--- config.mk ---
export PLATFORM = sky130hd
export DESIGN_NAME = debounce_pulse_gen
export DESIGN_NICKNAME = d
export VERILOG_FILES = /design/src/rtl/debounce_pulse_gen_pkg.sv /design/src/rtl/debounce_cell.sv /design/src/rtl/debounce_pulse_gen.sv
export SDC_FILE = /design/constraint.sdc
export NUM_CORES = 1
export LEC_CHECK = 0
export BUFFER_PORTS_ARGS = -buffer_cell sky130_fd_sc_hd__buf_2
export CORE_ASPECT_RATIO = 0.8
export CORE_MARGIN = 4
export CORE_UTILIZATION = 62
export DETAILED_ROUTE_END_ITERATION = 10
export PLACE_DENSITY = 0.79
export RECOVER_POWER = 50
export SYNTH_ARGS = -nofsm -noshare
export SYNTH_HDL_FRONTEND = slang
export SYNTH_SLANG_ARGS = --single-unit
--- constraint.sdc ---
create_clock -name clk -period 2.1 [get_ports clk]
set_clock_uncertainty 0.05 [all_clocks]
set_input_delay 0 -clock clk [delete_from_list [all_inputs] [get_ports clk]]
set_output_delay 0 -clock clk [all_outputs]
set_load 0.05 [all_outputs]
--- src/rtl/debounce_pulse_gen_pkg.sv ---
// Shared definitions for the debounce/pulse block and the downstream 0-9 counter:
// debounce FSM encodings and the ceil-log2 helper used to size counters.
package debounce_pulse_gen_pkg;

  localparam logic [1:0] ST_IDLE      = 2'd0;
  localparam logic [1:0] ST_RISE_WAIT = 2'd1;
  localparam logic [1:0] ST_HIGH      = 2'd2;
  localparam logic [1:0] ST_FALL_WAIT = 2'd3;

  typedef enum logic [1:0] {
    S_IDLE      = ST_IDLE,
    S_RISE_WAIT = ST_RISE_WAIT,
    S_HIGH      = ST_HIGH,
    S_FALL_WAIT = ST_FALL_WAIT
  } db_state_t;

  function automatic int ceil_log2(input int value);
    int result;
    result = 0;
    while ((1 << result) < value) result = result + 1;
    return result;
  endfunction

endpackage

--- src/rtl/debounce_cell.sv ---
// One debounced input: 2-flop synchronizer, 4-state accept FSM with stability
// counter, registered level and a one-cycle pulse when a 1 is accepted.
module debounce_cell
  import debounce_pulse_gen_pkg::*;
#(
  parameter int   DEBOUNCE_CYCLES = 50000,
  parameter logic INVERT          = 1'b0,
  parameter logic RESET_LEVEL     = 1'b0
) (
  input  logic clk,
  input  logic reset,
  input  logic i_raw,
  output logic o_level,
  output logic o_rise_pulse
);

  localparam int              CNT_W       = ceil_log2(DEBOUNCE_CYCLES);
  localparam logic [CNT_W-1:0] CNT_LAST   = CNT_W'(DEBOUNCE_CYCLES - 1);
  localparam logic            SYNC_RST    = RESET_LEVEL ^ INVERT;
  localparam db_state_t       RESET_STATE = RESET_LEVEL ? S_HIGH : S_IDLE;

  logic [1:0]       r_sync;
  logic             w_sample;
  db_state_t        r_state;
  db_state_t        w_state_next;
  logic [CNT_W-1:0] r_cnt;
  logic [CNT_W-1:0] w_cnt_next;
  logic             r_rise;
  logic             w_rise_next;

  // Synchronizer resets to the raw value that corresponds to the idle level.
  always_ff @(posedge clk or negedge reset) begin
    if (!reset) r_sync <= {2{SYNC_RST}};
    else        r_sync <= {r_sync[0], i_raw};
  end

  assign w_sample = r_sync[1] ^ INVERT;

  always_comb begin
    w_state_next = r_state;
    w_cnt_next   = r_cnt;
    w_rise_next  = 1'b0;
    case (r_state)
      S_IDLE: begin
        if (w_sample) begin
          w_state_next = S_RISE_WAIT;
          w_cnt_next   = '0;
        end
      end
      S_RISE_WAIT: begin
        if (!w_sample) begin
          w_state_next = S_IDLE;
        end else if (r_cnt == CNT_LAST) begin
          w_state_next = S_HIGH;
          w_rise_next  = 1'b1;
        end else begin
          w_cnt_next = r_cnt + 1'b1;
        end
      end
      S_HIGH: begin
        if (!w_sample) begin
          w_state_next = S_FALL_WAIT;
          w_cnt_next   = '0;
        end
      end
      S_FALL_WAIT: begin
        if (w_sample) begin
          w_state_next = S_HIGH;
        end else if (r_cnt == CNT_LAST) begin
          w_state_next = S_IDLE;
        end else begin
          w_cnt_next = r_cnt + 1'b1;
        end
      end
      default: w_state_next = S_IDLE;
    endcase
  end

  always_ff @(posedge clk or negedge reset) begin
    if (!reset) begin
      r_state <= RESET_STATE;
      r_cnt   <= '0;
      r_rise  <= 1'b0;
    end else begin
      r_state <= w_state_next;
      r_cnt   <= w_cnt_next;
      r_rise  <= w_rise_next;
    end
  end

  assign o_level      = (r_state == S_HIGH) || (r_state == S_FALL_WAIT);
  assign o_rise_pulse = r_rise;

endmodule

--- src/rtl/debounce_pulse_gen.sv ---
// Button/direction front end for the 0-9 counter: debounced press pulses merged
// with an optional free-running auto tick into a single registered count strobe.
module debounce_pulse_gen
  import debounce_pulse_gen_pkg::*;
#(
  parameter int DEBOUNCE_CYCLES = 50000,
  parameter int AUTO_DIV        = 50000000
) (
  input  logic clk,
  input  logic reset,
  input  logic btn_n,
  input  logic dir_sw,
  input  logic auto_en,
  output logic enable,
  output logic A_D,
  output logic btn_level
);

  localparam int               PRE_W    = ceil_log2(AUTO_DIV);
  localparam logic [PRE_W-1:0] PRE_LAST = PRE_W'(AUTO_DIV - 1);

  logic             w_btn_level;
  logic             w_btn_rise;
  logic             w_dir_level;
  logic             w_tick;
  logic [PRE_W-1:0] r_presc;
  logic             r_enable;
  logic             r_a_d;
  logic             r_btn_level;

  debounce_cell #(
    .DEBOUNCE_CYCLES(DEBOUNCE_CYCLES),
    .INVERT         (1'b1),
    .RESET_LEVEL    (1'b0)
  ) u_btn_cell (
    .clk         (clk),
    .reset       (reset),
    .i_raw       (btn_n),
    .o_level     (w_btn_level),
    .o_rise_pulse(w_btn_rise)
  );

  debounce_cell #(
    .DEBOUNCE_CYCLES(DEBOUNCE_CYCLES),
    .INVERT         (1'b0),
    .RESET_LEVEL    (1'b1)
  ) u_dir_cell (
    .clk         (clk),
    .reset       (reset),
    .i_raw       (dir_sw),
    .o_level     (w_dir_level),
    .o_rise_pulse()
  );

  // Gating with auto_en means dropping it mid-period can never fire a tick.
  assign w_tick = auto_en && (r_presc == PRE_LAST);

  always_ff @(posedge clk or negedge reset) begin
    if (!reset)                r_presc <= '0;
    else if (!auto_en || w_tick) r_presc <= '0;
    else                       r_presc <= r_presc + 1'b1;
  end

  always_ff @(posedge clk or negedge reset) begin
    if (!reset) begin
      r_enable    <= 1'b0;
      r_a_d       <= 1'b1;
      r_btn_level <= 1'b0;
    end else begin
      r_enable    <= w_btn_rise | w_tick;
      r_a_d       <= w_dir_level;
      r_btn_level <= w_btn_level;
    end
  end

  assign enable    = r_enable;
  assign A_D       = r_a_d;
  assign btn_level = r_btn_level;

endmodule

After elaboration in Yosys (flattened, before gate mapping) --
Cells that the tools add are included.
Word-level totals: register bits 70, output and inout port bits 3, word-level logic and storage cells 77, input port bits 5
Operators by class: bitwise logic cells 1, reduce and logical (&&, ||, !) cells 11, equal/unequal tests 21, $add $sub $neg 3, muxes and demuxes 30
Operator list (number):
- two-way mux 16 bit | 10
- one-hot mux 16 bit (4 select lines) | 2
- adder 16 x 1 -> 16 bit (second input constant) | 2
- equality test 16 bit (second input constant) | 2
- adder 26 x 1 -> 26 bit (second input constant) | 1
- equality test 26 bit (second input constant) | 1
- two-way mux 26 bit | 1
- two-way mux 2 bit | 12
- one-hot mux 2 bit (4 select lines) | 2
- AND reduction 4 bit | 4
- equality test 2 bit (second input constant) | 4
- inequality test 2 x 1 -> 1 bit (second input constant) | 4
- inequality test 2 bit (second input constant) | 4
- inequality test 3 x 1 -> 1 bit (second input constant) | 2
- inequality test 3 bit (second input constant) | 2
- equality test 2 x 1 -> 1 bit (second input constant) | 2
- logical NOT 2 bit | 2
- logical OR 1 bit | 3
- two-way mux 1 bit | 3
- logical AND 1 bit | 1
- logical NOT 1 bit | 1
- OR 1 bit | 1

Depth between registers and ports, before layout --
depth in word-level cells 4, mapped depth 6

Modules after synthesis --
From an unflattened synthesis, not the netlist that was laid out.
Unflattened totals: cell total of the unflattened synthesis 396, area, all modules 3782.4 µm²
By module, submodules not included:
- debounce_pulse_gen | area an instance 1493.9 µm², seq. area each 726.9 µm², cells each 149, times used 1
- debounce_cell at u_dir_cell | area an instance 1183.6 µm², seq. area each 529.3 µm², cells each 129, times used 1
- debounce_cell at u_btn_cell | area an instance 1104.8 µm², seq. area each 528.0 µm², cells each 118, times used 1

Worst setup path before layout --
Ideal clock, no wire load.
path type register -> register, start register r_presc[0], end register r_presc[10], clock period less this slack 1878 ps, arrival 1706 ps, slack 222 ps, path buffers 1, cell stages (with the launch flop) 7, library setup time 121 ps, path through dfrtp_1 ha_1 and4_1 nand2_1 o31ai_4 buf_2 nor2_1
Between the ends: word-level cells in the longest chain between the ends 4, elaborated cells on any way between the ends 5
RTL lines:
- start, declared | line debounce_pulse_gen.sv:26 | logic [PRE_W-1:0] r_presc;
- start signal, assigned | line debounce_pulse_gen.sv:61 | else r_presc <= r_presc + 1'b1;
- parallel branches: the longest is 3 deep, another holds adder 26 x 1 -> 26 bit
- two-way mux 26 bit (*) | line debounce_pulse_gen.sv:60 | else if (!auto_en || w_tick) r_presc <= '0;
Every way passes the cells marked *. A chain may end at the register's enable or synchronous reset.

Worst setup path in the final report --
start register r_presc[5], end register r_presc[23]
The elaborated chain is that of the path after synthesis.

==> flow_metrics.py <==
metrics = {
    "layout": {
        "n_antenna_cell": 0,
        "area_growth_pct": 13.1,
        "finalNetCount": 430,
        "nFillCells": 440,
        "drive_gt1_frac": 0.155,
        "layoutNonFillerInstCount": 508,
        "stdcell_area_um2": 4280,
    },
    "clock_network": {
        "clock-sinks": 70,
        "htreeDepth": 3,
        "cts_made_buffers": 9,
        "cts_tree": "built",
        "clkLatencyLatePin_ns": 0.35,
        "clk_pin_slew_ns": 0.07,
        "cts-root-buf": "clkbuf_8",
        "cts_buffer_depth": 2,
    },
    "sta": {
        "final.period_utilization": 0.950,
        "worst_slew_pin_slew_ns": 1.27,
        "fin_crit_ns": 2.00,
        "tns_ns": 0,
        "fmax_mhz": 501,
        "drv_slew": 0,
        "hold-worst-slack_ns": 0.252,
        "max_slew_margin": 0.150,
        "rsz0062_at_grt": "false",
        "setup_viol": 0,
        "hold_viol_final": 0,
    },
    "synth": {
        "synth.top_cell.area_share": 0.423,
        "synth-seq-area-share": 0.465,
        "yosys.area.top_type": "dfrtp_1",
        "synth_area_per_cell_um2": 9.47,
        "syn-num-nets": 408,
        "synthCells": 400,
        "async_flop_share": 1.00,
        "ys_ff_latch": 70,
        "synthTopCellsByArea": "dfrtp_1, dfstp_2, nand3_1, nand4_1, nand2_1",
        "synth_edf_count": 0,
        "synthTopCellsByCount": "dfrtp_1, nand2_1, nand3_1, nor2_1, o21ai_0",
        "yosys_warnings": 0,
        "yosysUniqueCellTypes": 57,
        "yosysMostFrequentCell": "dfrtp_1",
        "synthFlopType": "dfrtp_1",
        "syn_area_um2": 3790,
    },
    "route": {
        "first_pass_iters": 5,
        "vias": 3260,
        "drt-initial-drc-count": 229,
        "totalWireLength_mm": 8.15,
        "drc": 0,
        "ant_nets": 0,
        "wire_per_inst_um": 16.0,
        "routed_via_density": 6.42,
    },
    "setup_path": {
        "reg2reg_from": "r_presc[5]$_DFF_PN0_",
        "critPathLaunchType": "register",
        "r2r_cells": 4,
        "r2r_end": "r_presc[23]$_DFF_PN0_",
        "required_ns": 2.32,
        "path_cells": "nand4_1, or4_4, or4_1, a21oi_1",
        "critPathKind": "reg -> reg",
        "cp.arrival_ns": 2.21,
        "path_max_fanout": 13,
        "r2r_setup_slack_ns": 0.10,
        "cp_slowest_cell": "or4_4",
        "cp_slowest_stage_delay_ns": 0.61,
        "crit_path_end_kind": "register",
    },
    "global_routing": {
        "grt-ovfl-total": 0,
        "grt_start_max_net_pins": 50,
        "grt_pass1_vias": 3114,
        "antenna_found_initial": 0,
        "grtUsageTotal": 0.248,
        "grt_pass1_wl_mm": 14.6,
    },
    "placement": {
        "place_area_um2": 4000,
        "placed_cells": 487,
        "gp_congestion": 0.867,
        "io_buffer_count": 7,
        "place_hpwl_mm": 5.58,
    },
    "floorplanning": {
        "start_util": 0.640,
        "coreArea_um2": 5910,
        "dieHeight_um": 77.9,
        "row_count": 25,
        "die_w_um": 95.4,
        "die-area_um2": 7430,
        "io_pins": 8,
    },
    "power": {
        "p_per_area_nw_per_um2": 656,
        "power.total_uw": 2810,
        "ir_drop_v": 0.000614,
        "p_leak_uw": 0.00170,
    },
    "run": {
        "max_cap_viol_count": 0,
    },
    "worst_hold_path": {
        "holdPathEnd": "u_btn_cell.r_sync[0]$_DFF_PN1_",
        "hold_class": "in -> reg",
        "holdPathStages": 2,
        "hp-start": "btn_n",
    },
    "outcome": {
        "status": "completed",
    },
}
-- metal layers --
layer | GRT usage | wire (um)
met5 | 0 | 0
met3 | 0.0678 | 428
met4 | 0.0767 | 114
met2 | 0.375 | 3800
met1 | 0.348 | 3800
-- layout make-up --
cell class	instances	area (um2)	share of cell area
clock buffer	10	138	0.0321
timing repair buffer	31	235	0.0549
sequential	70	1760	0.411
clock inverter	6	85.1	0.0199
inverter	12	45.0	0.0105
multi-input combinational	298	1920	0.448
tap	81	101	0.0237
-- sequential cells by signal, indices dropped and copies added, names as in the netlist, named ones only --
name / flops
r_presc: 26
enable: 1
u_btn_cell.r_sync: 2
u_btn_cell.o_rise_pulse: 1
u_dir_cell.r_state: 1
u_btn_cell.r_state: 1
u_dir_cell.r_sync: 2
u_dir_cell.r_cnt: 16
A_D: 1
btn_level: 1
u_btn_cell.r_cnt: 16
-- cell usage in the layout, fill, tap and decap left out, drive strengths merged, types with 3 or more instances in the layout --
| cell | n |
|---|---|
| a21oi | 20 |
| a22o | 3 |
| a31oi | 10 |
| and2 | 3 |
| and3 | 7 |
| and4 | 7 |
| and4b | 3 |
| buf | 25 |
| clkbuf | 12 |
| dfrtp | 64 |
| dfstp | 6 |
| dlygate4sd3 | 4 |
| ha | 3 |
| inv | 12 |
| mux2 | 3 |
| mux2i | 6 |
| nand2 | 34 |
| nand3 | 31 |
| nand4 | 20 |
| nand4b | 3 |
| nor2 | 26 |
| nor3 | 9 |
| nor4 | 10 |
| nor4bb | 3 |
| o211ai | 5 |
| o21ai | 22 |
| o31ai | 7 |
| or3 | 7 |
| or4 | 13 |
| or4b | 4 |
| xnor2 | 8 |
| xor2 | 7 |
-- what timing repair did --
item / in CTS / in global routing
gates resized for setup: 0 / 5
endpoints found under the setup margin: 0 / 9
hold buffers: 4 / 0
endpoints found under the hold margin: 24 / 0
buffers inserted: 0 / 1
-- critical path, delay by kind of cell, from the launching register on --
| kind | cells | cell delay (ns) |
|---|---|---|
| and+or+nand+nor | 3 | 1.25 |
| AOI/OAI and AO/OA | 1 | 0.17 |
| DFF | 1 | 0.45 |
-- worst max-delay path by stage --
stage | startpoint | to | cells past startpoint
6_report | r_presc[5]$_DFF_PN0_ | r_presc[23]$_DFF_PN0_ | 4
5_1_grt | r_presc[11]$_DFF_PN0_ | r_presc[23]$_DFF_PN0_ | 4
4_1_cts | r_presc[0]$_DFF_PN0_ | r_presc[24]$_DFF_PN0_ | 5
3_5_place_dp | r_presc[0]$_DFF_PN0_ | r_presc[24]$_DFF_PN0_ | 5
3_3_place_gp | r_presc[0]$_DFF_PN0_ | r_presc[24]$_DFF_PN0_ | 5
2_1_floorplan | r_presc[0]$_DFF_PN0_ | r_presc[10]$_DFF_PN0_ | 6
-- through the flow --
stage	setup WS [ns]	utilization
2_1_floorplan	0.222	-
3_3_place_gp	0.136	0.676
3_5_place_dp	0.0778	0.676
4_1_cts	0.0573	0.720
5_1_grt	0.000599	0.724
6_report	0.105	0.724
-- where the power goes --
part	leakage (uW)	internal [uW]	switching [uW]	total, uW
logic	0.000645	69.8	99.7	170
clock network	0.000108	696	507	1200
registers	0.000943	1390	50.7	1440
total	0.00170	2150	658	2810
-- kinds of logic after synthesis --
logic type | after synthesis | synth area share
and+or+nand+nor | 187 | 0.285
adders and majority gates | 3 | 0.00992
AOI/OAI and AO/OA | 84 | 0.145
xor gates and xnor gates | 15 | 0.0347
DFF | 70 | 0.465
buffers and inverters | 32 | 0.0357
muxes | 9 | 0.0248
No activity file was read; power rests on OpenSTA's default activity.
